`src/rtl/echo_pulse_meter_if.sv`:
```
// echo_pulse_meter_if
//  Bundles the request, echo and result signals of the echo pulse meter.
//  Signals:
//    start    request a measurement (one cycle)
//    echo     raw sensor echo, asynchronous to clk
//    busy     measurement in progress
//    done     one-cycle strobe, echo_us/dist_cm valid
//    timeout  one-cycle strobe, measurement aborted
//    echo_us  measured echo high time in us
//    dist_cm  echo_us / CM_DIV, floor
//  Modports: master (requester/sensor side), slave (the meter).
interface echo_pulse_meter_if #(
  parameter int W = 16
);
  logic         start;
  logic         echo;
  logic         busy;
  logic         done;
  logic         timeout;
  logic [W-1:0] echo_us;
  logic [W-1:0] dist_cm;

  modport master (
    output start, echo,
    input  busy, done, timeout, echo_us, dist_cm
  );

  modport slave (
    input  start, echo,
    output busy, done, timeout, echo_us, dist_cm
  );
endinterface

```
`src/rtl/echo_pulse_meter.sv`:
```
// echo_pulse_meter
//  Receive side of the ultrasonic ranging path. After an accepted start it waits
//  for the echo pulse, measures its high time in 1 us ticks, converts it to
//  centimetres by repeated subtraction and reports with a one-cycle done strobe.
//  A timeout strobe is raised when no rise or no fall arrives within TIMEOUT_US.
//  Ports:
//    clk  system clock (100 MHz nominal)
//    rst  asynchronous, active-high reset
//    bus  echo_pulse_meter_if.slave: start/echo in; busy/done/timeout,
//         echo_us/dist_cm out
module echo_pulse_meter #(
  parameter int TICK_DIV   = 100,
  parameter int TIMEOUT_US = 30000,
  parameter int CM_DIV     = 58,
  parameter int W          = 16
) (
  input  logic                 clk,
  input  logic                 rst,
  echo_pulse_meter_if.slave    bus
);

  localparam int PW = $clog2(TICK_DIV + 1);

  typedef enum logic [2:0] {
    IDLE,
    WAIT_RISE,
    MEASURE,
    CONVERT,
    DONE
  } state_t;

  state_t         state;
  state_t         state_nx;

  logic           echo_meta;
  logic           echo_s;
  logic           echo_d;
  logic           rise;
  logic           fall;

  logic [PW-1:0]  presc;
  logic           tick;

  logic [W-1:0]   us_cnt;
  logic [W-1:0]   rem;
  logic [W-1:0]   quo;
  logic [W-1:0]   echo_us_r;
  logic [W-1:0]   dist_cm_r;

  logic           at_limit;
  logic           accept;

  // Edges are taken on the synchronised echo so both edges see the same
  // two-clock latency and the measured width is not skewed.
  assign rise     = echo_s & ~echo_d;
  assign fall     = ~echo_s & echo_d;
  assign tick     = (presc == PW'(TICK_DIV - 1));
  assign at_limit = (us_cnt == W'(TIMEOUT_US));
  assign accept   = bus.start & ~bus.busy;

  assign bus.echo_us = echo_us_r;
  assign bus.dist_cm = dist_cm_r;

  // State register.
  // NOTE: sequential state uses non-blocking assignments so every flop samples
  // the pre-edge values, independent of statement order.
  always_ff @(posedge clk or posedge rst) begin
    if (rst) state <= IDLE;
    else     state <= state_nx;
  end

  // Next-state logic.
  // NOTE: every signal written in a combinational block gets a default first,
  // so no path leaves it unassigned and no latch is inferred.
  always_comb begin
    state_nx = state;
    unique case (state)
      IDLE:      if (bus.start) state_nx = WAIT_RISE;
      WAIT_RISE: begin
        if (rise)          state_nx = MEASURE;
        else if (at_limit) state_nx = IDLE;
      end
      MEASURE: begin
        // A fall on the last allowed tick still counts as a valid echo.
        if (fall)          state_nx = CONVERT;
        else if (at_limit) state_nx = IDLE;
      end
      CONVERT:   if (rem < W'(CM_DIV)) state_nx = DONE;
      // busy is low in DONE, so a start here begins the next run directly.
      DONE:      state_nx = bus.start ? WAIT_RISE : IDLE;
      default:   state_nx = IDLE;
    endcase
  end

  // Output decode.
  always_comb begin
    bus.busy    = 1'b0;
    bus.done    = 1'b0;
    bus.timeout = 1'b0;
    unique case (state)
      WAIT_RISE: begin
        bus.busy    = 1'b1;
        bus.timeout = at_limit & ~rise;
      end
      MEASURE: begin
        bus.busy    = 1'b1;
        bus.timeout = at_limit & ~fall;
      end
      CONVERT:   bus.busy = 1'b1;
      DONE:      bus.done = 1'b1;
      default:   ;
    endcase
  end

  // Synchroniser, prescaler and measurement datapath.
  always_ff @(posedge clk or posedge rst) begin
    if (rst) begin
      echo_meta <= 1'b0;
      echo_s    <= 1'b0;
      echo_d    <= 1'b0;
      presc     <= '0;
      us_cnt    <= '0;
      rem       <= '0;
      quo       <= '0;
      echo_us_r <= '0;
      dist_cm_r <= '0;
    end else begin
      echo_meta <= bus.echo;
      echo_s    <= echo_meta;
      echo_d    <= echo_s;

      // Restarting the prescaler on accept and on rise aligns the us ticks to
      // the start of each interval being timed.
      if (accept || rise || tick) presc <= '0;
      else                        presc <= presc + PW'(1);

      unique case (state)
        IDLE, DONE: begin
          // Previous echo_us/dist_cm are kept until the next done.
          if (accept) begin
            us_cnt <= '0;
            quo    <= '0;
          end
        end
        WAIT_RISE: begin
          if (rise)                       us_cnt <= '0;
          else if (tick && !at_limit)     us_cnt <= us_cnt + W'(1);
        end
        MEASURE: begin
          if (fall) begin
            echo_us_r <= us_cnt;
            rem       <= us_cnt;
          end else if (tick && !at_limit) begin
            us_cnt <= us_cnt + W'(1);
          end
        end
        CONVERT: begin
          // Division by repeated subtraction, one step per clock.
          if (rem >= W'(CM_DIV)) begin
            rem <= rem - W'(CM_DIV);
            quo <= quo + W'(1);
          end else begin
            dist_cm_r <= quo;
          end
        end
        default: ;
      endcase
    end
  end

endmodule

```
`src/flat_wrapper.sv`:
```
// flat-port wrapper written by rule: the top's interface ports become plain ports
module echo_pulse_meter_flat 
#(
  parameter int TICK_DIV   = 100,
  parameter int TIMEOUT_US = 30000,
  parameter int CM_DIV     = 58,
  parameter int W          = 16
)
  (clk, rst, bus_start, bus_echo, bus_busy, bus_done, bus_timeout, bus_echo_us, bus_dist_cm);
  echo_pulse_meter_if #(.W(W)) bus_i ();
  input  logic clk;
  input  logic rst;
  input wire logic [$bits(bus_i.start)-1:0] bus_start;
  input wire logic [$bits(bus_i.echo)-1:0] bus_echo;
  output wire logic [$bits(bus_i.busy)-1:0] bus_busy;
  output wire logic [$bits(bus_i.done)-1:0] bus_done;
  output wire logic [$bits(bus_i.timeout)-1:0] bus_timeout;
  output wire logic [$bits(bus_i.echo_us)-1:0] bus_echo_us;
  output wire logic [$bits(bus_i.dist_cm)-1:0] bus_dist_cm;
  assign bus_i.start = bus_start;
  assign bus_i.echo = bus_echo;
  assign bus_busy = bus_i.busy;
  assign bus_done = bus_i.done;
  assign bus_timeout = bus_i.timeout;
  assign bus_echo_us = bus_i.echo_us;
  assign bus_dist_cm = bus_i.dist_cm;
  echo_pulse_meter #(.TICK_DIV(TICK_DIV), .TIMEOUT_US(TIMEOUT_US), .CM_DIV(CM_DIV), .W(W)) u_core (.clk(clk), .rst(rst), .bus(bus_i));
endmodule
```
`config.mk`:
```
export PLATFORM = sky130hd
export DESIGN_NAME = echo_pulse_meter_flat
export DESIGN_NICKNAME = d
export VERILOG_FILES = /design/src/rtl/echo_pulse_meter_if.sv /design/src/rtl/echo_pulse_meter.sv /design/src/flat_wrapper.sv
export SDC_FILE = /design/constraint.sdc
export NUM_CORES = 1
export LEC_CHECK = 0
export BUFFER_PORTS_ARGS = -buffer_cell sky130_fd_sc_hd__buf_2
export CORE_MARGIN = 4
export CORE_UTILIZATION = 45
export CTS_CLUSTER_DIAMETER = 150
export CTS_CLUSTER_SIZE = 20
export DETAILED_ROUTE_END_ITERATION = 10
export GPL_ROUTABILITY_DRIVEN = 0
export PLACE_DENSITY = 0.62
export SLEW_MARGIN = 10
export SYNTH_ARGS = -nofsm -noshare
export SYNTH_HDL_FRONTEND = slang
export SYNTH_SLANG_ARGS = --single-unit
```
`constraint.sdc`:
```
create_clock -name clk -period 3.2 [get_ports clk]
set_input_delay 0.64 -clock clk [delete_from_list [all_inputs] [get_ports clk]]
set_output_delay 0.64 -clock clk [all_outputs]
set_load 0.1 [all_outputs]
```
==> results of run 1 <==
-- worst min-delay path by stage --
| stage | startpoint | to | slack [ps] | cells past startpoint |
|---|---|---|---|---|
| after floorplan | u_core.echo_meta | u_core.echo_s | 330 | 0 |
| after global placement | u_core.echo_meta | u_core.echo_s | 340 | 0 |
| after detailed placement | u_core.echo_meta | u_core.echo_s | 340 | 0 |
| after CTS | rst | u_core.us_cnt[14] | 160 | 2 |
| after global routing | rst | u_core.echo_meta | 180 | 2 |
| final | rst | u_core.echo_meta | 170 | 2 |
-- sequential cells by signal, summed over array words and instances, names as in the netlist --
name and flops:
u_core.bus.dist_cm 16, u_core.bus.echo_us 16, u_core.echo_d 1, u_core.echo_meta 1
u_core.echo_s 1, u_core.presc 7, u_core.quo 16, u_core.rem 15
u_core.state 3, u_core.us_cnt 16
-- metrics by stage --
stage                     hold WS (ps)  power, mW  util [%]  cell area, um2  cells
after CTS                          162       3.69      52.2            5140    678
after global routing               175       3.89      52.2            5140    678
after detailed placement           337       2.86      50.1            4940    662
after floorplan                    331       2.58         -            4600    504
after global placement             337       2.83      50.1            4940    662
final                              171       3.67      52.2            5140    678
-- worst register-to-register path: stages (launching register included) --
cell	delay, ps
dfrtp_1	550
or3b_1	700
o21ai_4	260
o21ai_2	150
or4_1	540
a21oi_1	160
-- cell usage after synthesis (all sizes together) (9+ instances only) --
master	instances
nand2	129
dfrtp	92
nor2	40
a21oi	25
nand3	23
o21ai	21
nand4	13
clkbuf	12
inv	12
buf	9
nor4	9
o211ai	9
xor2	9
-- cells in the final DEF (no fill, tap or decap), drive strengths merged, types with 6 or more instances in the layout --
master,count
or4,7
nand3,23
a21oi,25
nor3,6
nand4,13
nor4,9
dfrtp,92
clkbuf,13
inv,11
o21ai,21
nor2,40
or3,8
a211oi,7
nand2,129
mux2i,6
o211ai,9
buf,46
xor2,9
-- cell families (layout without fill, tap and decap cells) --
logic type	Yosys count	count (layout)
flip-flops	92	92
multiplexers	6	6
AND/OR/NAND/NOR	268	268
adder cells (fa/ha/maj)	5	5
AO/OA/AOI/OAI	86	86
XOR/XNOR	14	14
buffers and inverters	33	74
-- power breakdown --
part	leakage (nW)	switching, mW	internal (mW)	total, mW
Clock	0.0959	0.415	0.405	0.820
Combinational	1.13	0.965	0.341	1.31
Sequential	1.24	0.209	1.33	1.54
-- per-layer routing --
metal	part of all wire, %	track usage (%)	vias up
met5	0	0	-
met2	48	32.2	89
met4	1.8	9.20	0
met1	45	27.2	1876
met3	4.7	2.61	19
li1	-	-	1847
-- layout make-up --
type                    instances  area, um2  share of cell area [%]
clock buffers                  13        159                    3.09
clock inverters                 3       45.0                   0.875
inverters                      12       46.3                   0.900
multi-input cells             379       2160                    42.0
flip-flops and latches         92       2300                    44.7
well taps                     133        166                    3.23
repair buffers                 46        263                    5.11
==> impl_results.md, run 1 <==
- Outcome: finished clean
- DP HPWL: 7540 um
- Worst R2R Start: u_core.state[1]
- Largest net degree at the start of global routing: 49
- Site Rows: 36
- Worst EP arrival: 2170 ps
- Crit. End Element: primary output
- Register area share after synthesis: 50.2%
- Share of layout cells above drive strength 1: roughly 14%
- Setup slack after layout: slightly below 400 ps
- Worst Setup SP: u_core.us_cnt[2]
- Final setup vio count: 0
- Worst-Skew Late Latency: 370 ps
- CP top delay family: simple AND/OR/NAND/NOR gates
- Starting Density: 46.5%
- Yosys top cell by area: dfrtp_1
- Startpoint types: flip-flop
- Post-synth cell types: slightly above 60
- Crit path largest cell delay: 490 ps
- Hold Vio Cnt, Final: 0
- Register-to-register setup slack: 790 ps
- Unrepaired setup endpoints after global routing: false
- CP cell instances: nor4b_1 > nand4_1 > nor4_4 > buf_2
- Setup TNS: 0 ps
- Postcts setup bufs: 0
- Relative slew slack: 49.5%
- Num CTS Buffers: 9
- Crit path buffers/inverters: 1
- Cell count along the critical path: 4
- P per Cell Area: 713 mW/mm2
- CTS tree: built
- Mapped Nets: 513
- Die area: 0.0119 mm2
- Synth Area in Compound Gates: 12.6%
- CP max stage cell: dfrtp_1
- Post-layout minimum cycle time: 2810 ps
- Synth area leaders: dfrtp_1 50%, nand2_1 10%, nor2_1 3.1%
- Asr flop ratio synth: between 90% and 100%
- Top-area cell type share of the netlist area: 50.2%
- DP Worst Slack: 657 ps
- Peak Freq: between 300 and 400 MHz
- Max Root-Sink Buffers: 2
- Initial antenna violation count: 0
- Post-CTS sizing: 0
- Initial DRC count: 238
- R2r worst-path depth: 5
- Clk sinks: 92
- Post-route ant nets: 0
- Synth Area in Adders: 1.36%
- Max Slew Vio Count: 0
- Chip Width: 109 um
- CP Max Fanout: 9
- Nets: 549
- DRC viols: 0
- Slew @ Worst Pin: 757 ps
- CTS Root Cell: clkbuf_8
- Leakage: 2.47 nW
- Vias per cell: 5.65
- XOR/XNOR Fraction of Synth Area: roughly 2.7%
- Via count of the first global-routing pass: 3,777
- Largest family of logic cells by synthesized area: simple AND/OR/NAND/NOR gates
- Die H: 109 um
- P&R area growth vs syn: 12.1%
- Setup crit end: bus_timeout
- Core ar.: 0.00986 mm2
- CTS Hold Bufs: 0
- Worst Hold Class: in2async
- PortBufs: 38
- Syn Std Cell Area: 0.00459 mm2
- Total track usage: 20.1%
- Worst IR Drop VDD: about 0.3 mV
- Yosys warns: 0
- I/O pins: 39
- Skew final: between 7 and 8 ps
- H-tree depth: 3
- GR Overflow Total: 0
- Filler instances: about 940
- Seq cells post-synth: 92
- Via count: 3,831
- Drt total wl: 10,900 um
- Cells after Synth: 504
- Simple-Gate Fraction of Synth Area: 28.9%
- Total of max-cap violations: 0
- Post-synth EDFFs: 0
- Clock Pin Slew Worst Setup and Hold Paths: 80 ps
- Most used DFF post-synth: dfrtp_1
- Critical Path RT: 2560 ps
- Setup Crit Path Kind: reg2out
- Final cycle utilization of the critical path: 87.8%
- DR pass1 iterations: 4
- R2R Path End: u_core.us_cnt[7]
- # diodes: 0
- First-pass GRT wire length: between 15,000 and 20,000 um
- Mean post-synth cell area: 9.11 um2
- WL per Instance: roughly 16 um
- Mux contribution to synthesized area: 1.31%
No activity file was read; power rests on OpenSTA's default activity.
==> inputs of run 2 (changes only) <==
==> constraint.sdc (replaced) <==
create_clock -name clk -period 3.2 [get_ports clk]
set_input_delay 0.64 -clock clk [delete_from_list [all_inputs] [get_ports clk]]
set_output_delay 0.64 -clock clk [all_outputs]
set_load 0.01 [all_outputs]
==> run 2 against run 1 <==
  * Non-clock buffer count rose by 1
  * Wire length fell by 2.6%
  * Critical endpoint unchanged
  * Worst hold slack improved by 190 ps
==> impl_results.md, run 2 (same netlist as run 1, synthesis figures left out) <==
- Outcome: finished clean
- CTS Hold Bufs: 0 (unchanged)
- CTS Root Cell: clkbuf_8
- R2R Path End: u_core.rem[12]
- CP max stage cell: dfrtp_1
- H-tree depth: 3 (unchanged)
- Post-layout minimum cycle time: 2630 ps (-184 ps)
- Postcts setup bufs: 0 (unchanged)
- Chip Width: 109 um (unchanged)
- CP Max Fanout: 6 (-3)
- Post-route ant nets: 0 (unchanged)
- Worst Hold Class: in2async
- Total track usage: 19.4% (-0.71 points)
- Skew final: 15.2 ps (+8.08 ps)
- Via count: 3,796 (-0.91%)
- Sequential share of power: 45.5% (+3.5 points)
- Switching pwr: 1.25 mW (-21%)
- Hold Vio Cnt, Final: 0 (unchanged)
- Peak Freq: 381 MHz (+7.0%)
- P per Cell Area: 657 mW/mm2 (-7.9%)
- Comb pwr share: 28.3% (-7.3 points)
- P&R area growth vs syn: 12.4%
- WL per Instance: 15.7 um (-2.7%)
- Initial DRC count: 248 (+4.2%)
- Drt total wl: 10,600 um (-2.6%)
- First-pass GRT wire length: 18,100 um (-3.1%)
- Placed Instances: 663 (+0.15%)
- Nets: 550 (+0.18%)
- Total of max-cap violations: 0 (unchanged)
- Vias per cell: 5.59 (-1.1%)
- Filler instances: 919 (-2.1%)
- DRC viols: 0 (unchanged)
- Initial antenna violation count: 0 (unchanged)
- Most common cell after layout, fill and taps aside: nand2_1
- CP top delay family: simple AND/OR/NAND/NOR gates
- Worst R2R Start: u_core.rem[8]
- Switch share: 36.9% (-6.4 points)
- Leakage: 2.49 nW (+0.84%)
- Core ar.: 0.00986 mm2 (unchanged)
- Clock Pin Slew Worst Setup and Hold Paths: 100 ps (+20 ps)
- DR pass1 iterations: 4 (unchanged)
- PortBufs: 38 (unchanged)
- Critical Path RT: 2560 ps (about the same)
- DP HPWL: 7500 um (-0.46%)
- Layout Cells excl Fill: 679 (+0.15%)
- Num CTS Buffers: 9 (unchanged)
- Final setup vio count: 0 (unchanged)
- Reg area: 0.00230 mm2 (unchanged)
- Post-CTS sizing: 0 (unchanged)
- Final cycle utilization of the critical path: 82.1% (-5.7 points)
- Die area: 0.0119 mm2 (unchanged)
- Setup slack after layout: 573 ps (+184 ps)
- GR Overflow Total: 0 (unchanged)
- Starting Density: 46.5% (unchanged)
- DP Worst Slack: 717 ps (+59.4 ps)
- CP cell instances: inv_1 > nor4_1 > nand4b_1 > nor4_1 > buf_2
- Setup TNS: 0 ps (unchanged)
- Max Root-Sink Buffers: 2 (unchanged)
- Site Rows: 36 (unchanged)
- # diodes: 0 (unchanged)
- Register-to-register setup slack: 830 ps (+40 ps)
- Slew @ Worst Pin: 750 ps (-7.43 ps)
- Largest net degree at the start of global routing: 43 (-12%)
- Internal power: 2.14 mW (+2.8%)
- I/O pins: 39 (unchanged)
- Max Slew Vio Count: 0 (unchanged)
- CTS tree: built
- Startpoint types: flip-flop
- Most used cell, CP: nor4_1
- Clk sinks: 92 (unchanged)
- Relative slew slack: 50.0% (+0.55 points)
- Via count of the first global-routing pass: 3,521 (-6.8%)
- R2r worst-path depth: 7 (+2)
- Worst EP arrival: 1990 ps (-180 ps)
- Crit path buffers/inverters: 2 (+1)
- Crit. End Element: primary output
- Clk network pwr share: 26.2% (+3.8 points)
- Worst-Skew Late Latency: 370 ps (about the same)
- Area of the multi-input gates: 0.00215 mm2 (-0.69%)
- Worst IR Drop VDD: 0.265 mV (-12%)
- Die H: 109 um (unchanged)
- Share of layout cells above drive strength 1: 14.3% (+0.34 points)
- Commonest non-fill, non-tap cells in the layout: 128 x nand2_1, 92 x dfrtp_1, 38 x nor2_1, 38 x buf_2, 25 x a21oi_1
- Crit path largest cell delay: 450 ps (-40 ps)
- Setup Crit Path Kind: reg2out
- Unrepaired setup endpoints after global routing: false
## run 2: changes by cell type in the layout (fill, tap and decap cells not counted), sizes merged
cell / previous run / this run
clkbuf: 13 / 10
clkinv: 1 / 3
buf: 46 / 47
bufinv: 1 / 2
clkinvlp: 2 / 1
inv: 11 / 12
## run 2: worst max path at each step
stage	start	endpoint	slack, ps	depth (start not counted)
floorplan	rst	u_core.bus.dist_cm[0]	170	1
global placement	bus_start	u_core.us_cnt[7]	730	6
detailed placement	bus_start	u_core.us_cnt[7]	720	6
CTS	u_core.us_cnt[8]	bus_timeout	610	5
global route	u_core.us_cnt[8]	bus_timeout	370	5
finish	u_core.us_cnt[8]	bus_timeout	570	5
## run 2: power by group through the flow
stage	clock network [mW]	registers, mW	logic (mW)
CTS	0.912	1.54	0.961
finish	0.889	1.54	0.957
floorplan	0	1.51	0.734
global placement	0	1.55	0.944
global route	0.970	1.58	1.07
detailed placement	0	1.56	0.958
## run 2: through the flow
step | utilization, % | area [um2] | total power, mW | hold slack [ps]
after floorplan | - | 4590 | 2.25 | 331
after global placement | 50.0 | 4930 | 2.50 | 332
after detailed placement | 50.0 | 4930 | 2.52 | 341
after CTS | 52.3 | 5160 | 3.41 | 361
after global routing | 52.3 | 5160 | 3.62 | 373
final | 52.3 | 5160 | 3.39 | 360
## run 2: cell type report
cell class / count / share of cell area, %
clock inverter: 6 / 1.67
multi-input combinational: 379 / 41.7
tap: 133 / 3.23
timing repair buffer: 47 / 5.24
inverter: 12 / 0.898
sequential: 92 / 44.6
clock buffer: 10 / 2.67
## run 2: worst register-to-register path, cell delays in order (launching register included)
cell	delay, ps
dfrtp_1	460
nor4_2	540
and4_1	350
nand2_2	60
buf_4	220
inv_2	270
a21oi_1	60
o2bb2a_1	290
## run 2: per-layer routing
metal	routed length, um	part of all wire, %	GRT usage, %	vias to the layer above
li1	-	-	-	1848
met1	5010	47	27.9	1832
met2	4920	46	29.5	105
met3	521	4.9	2.96	11
met4	175	1.6	7.66	0
met5	0	0	0	-
